[config.mk]
export PLATFORM = sky130hd
export DESIGN_NAME = memory_bus_arbiter
export DESIGN_NICKNAME = d
export VERILOG_FILES = /design/src/rtl/mem_bus_pkg.sv /design/src/rtl/bus_resp_slot.sv /design/src/rtl/memory_bus_arbiter.sv
export SDC_FILE = /design/constraint.sdc
export NUM_CORES = 1
export LEC_CHECK = 0
export CAP_MARGIN = 20
export CORE_AREA = 2 2 198 200
export DETAILED_ROUTE_END_ITERATION = 12
export DIE_AREA = 0 0 200 202
export PLACE_DENSITY_LB_ADDON = 0.12
export SYNTH_ARGS = -nofsm -noshare
export SYNTH_HDL_FRONTEND = slang
export SYNTH_HIERARCHICAL = 1
export SYNTH_SLANG_ARGS = --single-unit
[constraint.sdc]
create_clock -name clk -period 2.15 [get_ports clk]
set_input_delay 0.43 -clock clk [delete_from_list [all_inputs] [get_ports clk]]
set_output_delay 0.43 -clock clk [all_outputs]
set_load 0.03 [all_outputs]
[src/rtl/mem_bus_pkg.sv]
// Shared widths, state encoding and request record for the MemoryBus arbiter.
// The port index travels in ID bits [5:4]; the requester tag sits in [3:0].
package mem_bus_pkg;

    localparam int ADDR_W  = 32;
    localparam int DATA_W  = 24;
    localparam int ID_W    = 8;
    localparam int TAG_LO  = 4;
    localparam int PORT_LO = 4;
    localparam int PORT_W  = 2;

    typedef enum logic {
        IDLE = 1'b0,
        BUSY = 1'b1
    } arb_state_t;

    typedef struct packed {
        logic              write;
        logic [ADDR_W-1:0] address;
        logic [DATA_W-1:0] data;
        logic [ID_W-1:0]   id;
    } bus_req_t;

    function automatic logic [ID_W-1:0] make_ms_id(input logic [PORT_W-1:0] port,
                                                   input logic [ID_W-1:0]   id);
        return {{(ID_W-PORT_LO-PORT_W){1'b0}}, port, id[TAG_LO-1:0]};
    endfunction

endpackage

[src/rtl/bus_resp_slot.sv]
// One-entry response buffer for {data, id}. A new entry may be accepted in the
// same cycle the current one is taken, so back-to-back responses see no bubble.
module bus_resp_slot
    import mem_bus_pkg::*;
(
    input  logic              clk,
    input  logic              rstn,
    input  logic              en_i,
    input  logic              in_valid_i,
    input  logic              in_keep_i,
    input  logic [DATA_W-1:0] in_data_i,
    input  logic [ID_W-1:0]   in_id_i,
    output logic              in_taken_o,
    input  logic              out_take_i,
    output logic              full_o,
    output logic [DATA_W-1:0] data_o,
    output logic [ID_W-1:0]   id_o
);

    logic              full_q;
    logic [DATA_W-1:0] data_q;
    logic [ID_W-1:0]   id_q;

    assign in_taken_o = en_i && (!full_q || out_take_i);

    // Accepted but not kept (in_keep_i low) means the response is dropped.
    always_ff @(posedge clk) begin
        if (!rstn) begin
            full_q <= 1'b0;
            data_q <= '0;
            id_q   <= '0;
        end else if (in_valid_i && in_taken_o && in_keep_i) begin
            full_q <= 1'b1;
            data_q <= in_data_i;
            id_q   <= in_id_i;
        end else if (out_take_i) begin
            full_q <= 1'b0;
        end
    end

    assign full_o = full_q;
    assign data_o = data_q;
    assign id_o   = id_q;

endmodule

[src/rtl/memory_bus_arbiter.sv]
// Round-robin share of one MemoryBus master port among NUM_PORTS requesters,
// with tag-routed read responses returned through a one-entry slot.
//
//   state | meaning
//   IDLE  | no grant held; picks next valid requester after last
//   BUSY  | grant held; request driven downstream until msTaken
module memory_bus_arbiter
    import mem_bus_pkg::*;
#(
    parameter int NUM_PORTS = 4
) (
    input  logic                               clk,
    input  logic                               rstn,
    input  logic [NUM_PORTS-1:0]               req_valid,
    input  logic [NUM_PORTS-1:0]               req_write,
    input  logic [NUM_PORTS-1:0][ADDR_W-1:0]   req_address,
    input  logic [NUM_PORTS-1:0][DATA_W-1:0]   req_data,
    input  logic [NUM_PORTS-1:0][ID_W-1:0]     req_id,
    output logic [NUM_PORTS-1:0]               req_taken,
    output logic [NUM_PORTS-1:0]               rsp_valid,
    output logic [NUM_PORTS-1:0][DATA_W-1:0]   rsp_data,
    output logic [NUM_PORTS-1:0][ID_W-1:0]     rsp_id,
    input  logic [NUM_PORTS-1:0]               rsp_taken,
    output logic                               msValid,
    output logic                               msWrite,
    output logic [ADDR_W-1:0]                  msAddress,
    output logic [DATA_W-1:0]                  msData,
    output logic [ID_W-1:0]                    msID,
    input  logic                               msTaken,
    input  logic                               smValid,
    input  logic [DATA_W-1:0]                  smData,
    input  logic [ID_W-1:0]                    smID,
    output logic                               smTaken,
    output logic                               bad_id
);

    arb_state_t        state_q;
    logic [PORT_W-1:0] grant_q;
    logic [PORT_W-1:0] last_q;
    logic              ready_q;
    logic              bad_id_q;

    function automatic logic [PORT_W-1:0] rr_pick(input logic [NUM_PORTS-1:0] v,
                                                  input logic [PORT_W-1:0]    last);
        logic [PORT_W-1:0] r;
        logic              found;
        int                j;
        r     = last;
        found = 1'b0;
        for (int i = 1; i <= NUM_PORTS; i++) begin
            j = (int'(last) + i) % NUM_PORTS;
            if (!found && v[j]) begin
                r     = PORT_W'(j);
                found = 1'b1;
            end
        end
        return r;
    endfunction

    always_ff @(posedge clk) begin
        if (!rstn) begin
            state_q <= IDLE;
            grant_q <= '0;
            last_q  <= PORT_W'(NUM_PORTS - 1);
        end else begin
            case (state_q)
                IDLE: begin
                    if (|req_valid) begin
                        grant_q <= rr_pick(req_valid, last_q);
                        state_q <= BUSY;
                    end
                end
                BUSY: begin
                    if (msTaken) begin
                        last_q  <= grant_q;
                        state_q <= IDLE;
                    end
                end
                default: state_q <= IDLE;
            endcase
        end
    end

    bus_req_t sel_req;
    logic     sel_valid;

    always_comb begin
        sel_req   = '0;
        sel_valid = 1'b0;
        for (int k = 0; k < NUM_PORTS; k++) begin
            if (grant_q == PORT_W'(k)) begin
                sel_valid       = req_valid[k];
                sel_req.write   = req_write[k];
                sel_req.address = req_address[k];
                sel_req.data    = req_data[k];
                sel_req.id      = req_id[k];
            end
        end
    end

    always_comb begin
        msValid   = 1'b0;
        msWrite   = 1'b0;
        msAddress = '0;
        msData    = '0;
        msID      = '0;
        req_taken = '0;
        if (state_q == BUSY) begin
            msValid   = sel_valid;
            msWrite   = sel_req.write;
            msAddress = sel_req.address;
            msData    = sel_req.data;
            msID      = make_ms_id(grant_q, sel_req.id);
            for (int k = 0; k < NUM_PORTS; k++) begin
                if (grant_q == PORT_W'(k)) req_taken[k] = msTaken;
            end
        end
    end

    // Holds smTaken low through reset and the first cycle after it.
    always_ff @(posedge clk) begin
        if (!rstn) ready_q <= 1'b0;
        else       ready_q <= 1'b1;
    end

    logic [DATA_W-1:0] slot_data;
    logic [ID_W-1:0]   slot_id;
    logic              slot_full;
    logic              slot_take;
    logic [PORT_W-1:0] slot_idx;
    logic [PORT_W-1:0] in_idx;
    logic              in_keep;

    assign slot_idx = slot_id[PORT_LO+PORT_W-1:PORT_LO];
    assign in_idx   = smID[PORT_LO+PORT_W-1:PORT_LO];
    assign in_keep  = (int'(in_idx) < NUM_PORTS);

    always_comb begin
        slot_take = 1'b0;
        rsp_valid = '0;
        for (int k = 0; k < NUM_PORTS; k++) begin
            rsp_data[k] = slot_data;
            rsp_id[k]   = {{(ID_W-TAG_LO){1'b0}}, slot_id[TAG_LO-1:0]};
            if (slot_full && slot_idx == PORT_W'(k)) begin
                rsp_valid[k] = 1'b1;
                slot_take    = rsp_taken[k];
            end
        end
    end

    bus_resp_slot u_slot (
        .clk        (clk),
        .rstn       (rstn),
        .en_i       (ready_q),
        .in_valid_i (smValid),
        .in_keep_i  (in_keep),
        .in_data_i  (smData),
        .in_id_i    (smID),
        .in_taken_o (smTaken),
        .out_take_i (slot_take),
        .full_o     (slot_full),
        .data_o     (slot_data),
        .id_o       (slot_id)
    );

    always_ff @(posedge clk) begin
        if (!rstn)                               bad_id_q <= 1'b0;
        else if (smValid && smTaken && !in_keep) bad_id_q <= 1'b1;
    end

    assign bad_id = bad_id_q;

    logic unused_bits;
    assign unused_bits = ^{sel_req.id[ID_W-1:TAG_LO], slot_id[ID_W-1:PORT_LO+PORT_W]};

endmodule
# Word-level counts from Yosys, hierarchy flattened
# Index checks and enable logic that the tools add are counted.
# op_classes
n_addsub,4
order_cmp,4
n_eq_ne,6
n_mux,60
bitwise_logic,5
n_reduce_logical,24
# ops
operator,n
65-bit two-way mux,4
1-bit two-way mux,43
32-bit two-way mux,1
24-bit two-way mux,1
3-bit by 4-bit < comparator with 1-bit output (second input constant),4
1-bit logical AND,9
1-bit binary-select mux with 2-bit select,4
2-bit equality test (second input constant),4
2-bit two-way mux,4
2-bit OR reduction,4
6-bit two-way mux,1
2-bit by 1-bit adder with 2-bit output (second input constant),2
2-bit adder (second input constant),2
1-bit bitwise AND (first input constant),4
2-bit by 1-bit equality test with 1-bit output (second input constant),2
1-bit logical NOT,4
2-bit logical NOT,2
4-bit two-way mux,1
2-bit AND reduction,2
4-bit OR reduction,1
1-bit case mux with 2 select lines,1
2-bit nonzero test,1
1-bit logical OR,1
1-bit inverter,1
# totals
register_bits,37
input_bits,304
out_inout_bits,204
word_cells,110

# Depth between registers and ports, before layout
# logic_depth
word_depth,25
mapped_depth,7
mapped_depth_nobuf,5

# Modules after synthesis
# Netlist, hierarchy kept.
# modules_own_cells
mod,n_inst,cells_per_inst,area_each_um2,seq_area_each_um2
memory_bus_arbiter,1,302,3156.8,120.1
bus_resp_slot,1,145,1367.6,660.6

# Least setup slack after synthesis
# Ideal clock, no wire load.
# synth_timing
path_kind,reg-to-output
startpoint,register state_q
endpoint,output port req_taken[0]
arrival_time_ns,1.474
t_required_ns,1.720
setup_slack_ns,0.246
stages_incl_launch_ff,4
path_buffers,1
cell_sequence,dfxtp_1 > clkbuf_1 > nand2_1 > nor3_1
# synth_via
elab_chain_len,1
# synth_lines
item,line_no,text
from (decl),memory_bus_arbiter.sv:37,arb_state_t state_q;
from (signal assigned),memory_bus_arbiter.sv:62,state_q <= IDLE;
from (signal assigned),memory_bus_arbiter.sv:70,state_q <= BUSY;
from (signal assigned),memory_bus_arbiter.sv:76,state_q <= IDLE;
4-bit two-way mux,memory_bus_arbiter.sv:108,if (state_q == BUSY) begin
to (decl),memory_bus_arbiter.sv:19,"output logic [NUM_PORTS-1:0] req_taken,"
# No other way between the ends.

# Worst setup path after layout
# layout_timing
startpoint,register grant_q[0]
endpoint,output port msData[14]
# layout_via
elab_chain_len,6
word_cells_on_any_way,9
cone_classes,eq/ne: 3; mux: 5; reduce/logical: 1
# layout_lines
item,line_no,text
from (decl),memory_bus_arbiter.sv:38,logic [PORT_W-1:0] grant_q;
from (signal assigned),memory_bus_arbiter.sv:69,"grant_q <= rr_pick(req_valid, last_q);"
2-bit logical NOT,memory_bus_arbiter.sv:91,if (grant_q == PORT_W'(k)) begin
65-bit two-way mux (3 in series),memory_bus_arbiter.sv:91,
65-bit two-way mux (*),memory_bus_arbiter.sv:91,
24-bit two-way mux (*),memory_bus_arbiter.sv:108,
to (decl),memory_bus_arbiter.sv:27,"output logic [DATA_W-1:0] msData,"
# Mark *: on every way between the ends. The rest lies on a longest branch, timed or not.

==> impl_metrics.toml <==
[run_status]
status = "finished with violations"
failed_checks = "negative setup slack"

[die]
core-area_um2 = 38300
rows = 72
start_util_pct = 11.6
dieHeight_um = 202
die_x_um = 200
io_pins = 508
die_area_um2 = 40400

[clock_network]
numCtsBuffers = 5
clock_latency_ns = 0.29
cts-root-buf = "clkbuf_16"
path_clk_slew_ns = 0.06
clockBufferDepth = 2
cts.sinks = 37
cts_tree = "done"
cts_max_level = 2

[synthesis]
synthCells = 439
synth_area_um2 = 4450
ys_warn_count = 6
avgSynthCellArea_um2 = 10.1

[power]
vdd_drop_max_uv = 225
powerDensity_nw_per_um2 = 408
p_leak_nw = 3.80
finalPower_mw = 4.12

[sta]
timing.final.crit_share_pct = 107
setup_viol = 58
fin_skew_ns = 0.00500
relSlewSlack_pct = 63.8
fmax_mhz = 433
hold_viol = 0
slew_viol_final = 0
hold_ws_ns = 0.506
fin_ws_ns = -0.157
rsz0062_at_grt = "true"
worstMarginPinSlew_ns = 0.542
min_period_ns = 2.31

[worst_setup_path]
path_class = "reg -> out"
cp.required_ns = 1.72
crit_path_start_kind = "flop"
worstPathArrival_ns = 1.88
rr_endpoint = "u_slot/data_o[15]"
ff2ff_setup_slack_ns = 0.24
worstRegToRegCells = 7
critPathCaptureType = "output pin"
rr_startpoint = "u_slot/id_o[4]"
cp_max_fo = 5

[route]
drt-total-wl_um = 26200
via_per_inst = 3.55
drc = 0
num_vias = 4911
drtIter0Drc = 84
wl_per_cell_um = 18.9
detail-route-antenna-nets = 0
dr.pass1.iters = 6

[place]
dp_hpwl_um = 22500
portBuffers = 470
gp_congestion = 0.784

[cells_and_area]
area_growth_pct = 127
drive_above_1_share_pct = 32.1
layout.nets = 1167

[global_route]
grt_use_total_pct = 12.5
grt_pass1_wl_um = 36200
grt-ovfl-total = 0
grt_pass1_vias = 5286
grt_max_degree = 36
antenna_found_initial = 1

[min_path]
hold_start = "u_slot/data_o[7]"
min_to = "u_slot/data_o[7]"
hold_depth = 2
holdCritPathClass = "reg -> reg"

[run]
cap_violations = 0
[critical path: stages, from the launching register on]
cell,delay (ns)
dfxtp_4,0.44
buf_12,0.14
buf_8,0.12
mux4_2,0.56
and2_4,0.18
buf_6,0.13
[worst max path at each step]
| stage | startpoint | to | slack (ns) | cells past startpoint |
|---|---|---|---|---|
| floorplan | state_q | req_taken[0] | 0.25 | 3 |
| global placement | rsp_taken[3] | smTaken | -0.65 | 6 |
| detailed placement | rsp_taken[3] | smTaken | -0.67 | 6 |
| CTS | grant_q[0] | msWrite | -0.18 | 5 |
| global route | grant_q[0] | msData[14] | -0.21 | 5 |
| finish | grant_q[0] | msData[14] | -0.16 | 5 |
[metal layers]
metal  share of wire (%)  track usage (%)  up-vias
li1                    -                -     2277
met1                  37             14.0     2355
met2                  53             23.2      269
met3                 9.2             4.09       10
met4                0.81             1.96        0
met5                   0                0        -
[report_power, final]
part	switching, mW	internal, mW
clock network	0.324	0.534
registers	0.0491	0.717
logic	1.03	1.46
total	1.41	2.71
[flip-flops by register name, indices dropped and copies added (netlist names)]
register and flops:
u_slot/id_o 6, u_slot/data_o 24, last_q 2, ready_q 1, grant_q 2, u_slot/full_o 1, state_q 1
[cells in the final DEF, fill, tap and decap left out, types with 2 or more instances in the layout]
cell type          n
clkdlybuf4s50_1  395
nand2_1           66
mux4_2            63
buf_6             62
and2_4            60
buf_4             40
dfxtp_1           33
mux2i_1           31
conb_1            21
buf_12            20
buf_8              9
and2_1             6
clkbuf_16          6
inv_1              4
dlymetal6s2s_1     4
o211ai_1           3
diode_2            2
nor2_2             2
o21ai_0            2
nand3b_1           2
o32ai_1            2
buf_16             2
dfxtp_4            2
buf_2              2
dfxtp_2            2
[timing repair]
item,in CTS,in global routing
setup endpoints to repair,64,65
gates resized for setup,214,23
buffers inserted,17,2
gates cloned,3,0
pin swaps,22,2
hold buffers,0,0
[metrics by stage]
stage               area [µm²]  setup TNS [ns]  cells  utilization, %  setup WS [ns]
finish                   10100           -4.61   1384            26.3         -0.157
detailed placement        9210          -11.39   1353            24.0         -0.673
CTS                      10000           -7.27   1381            26.2         -0.185
global route             10100           -8.50   1382            26.3         -0.209
floorplan                 4520               0    458               -          0.246
global placement          9210          -11.69   1353            24.0         -0.653
[area by class of cell]
class                           instances  area (µm²)
Timing Repair Buffer                  535        5610
Clock buffer                            8         168
Inverter                                4        15.0
Antenna cell                            2        5.00
Fill cell                            4125       28200
Multi-Input combinational cell        280        2880
Sequential cell                        37         751
Tap cell                              518         648
Power figures use the tool's default switching activity.
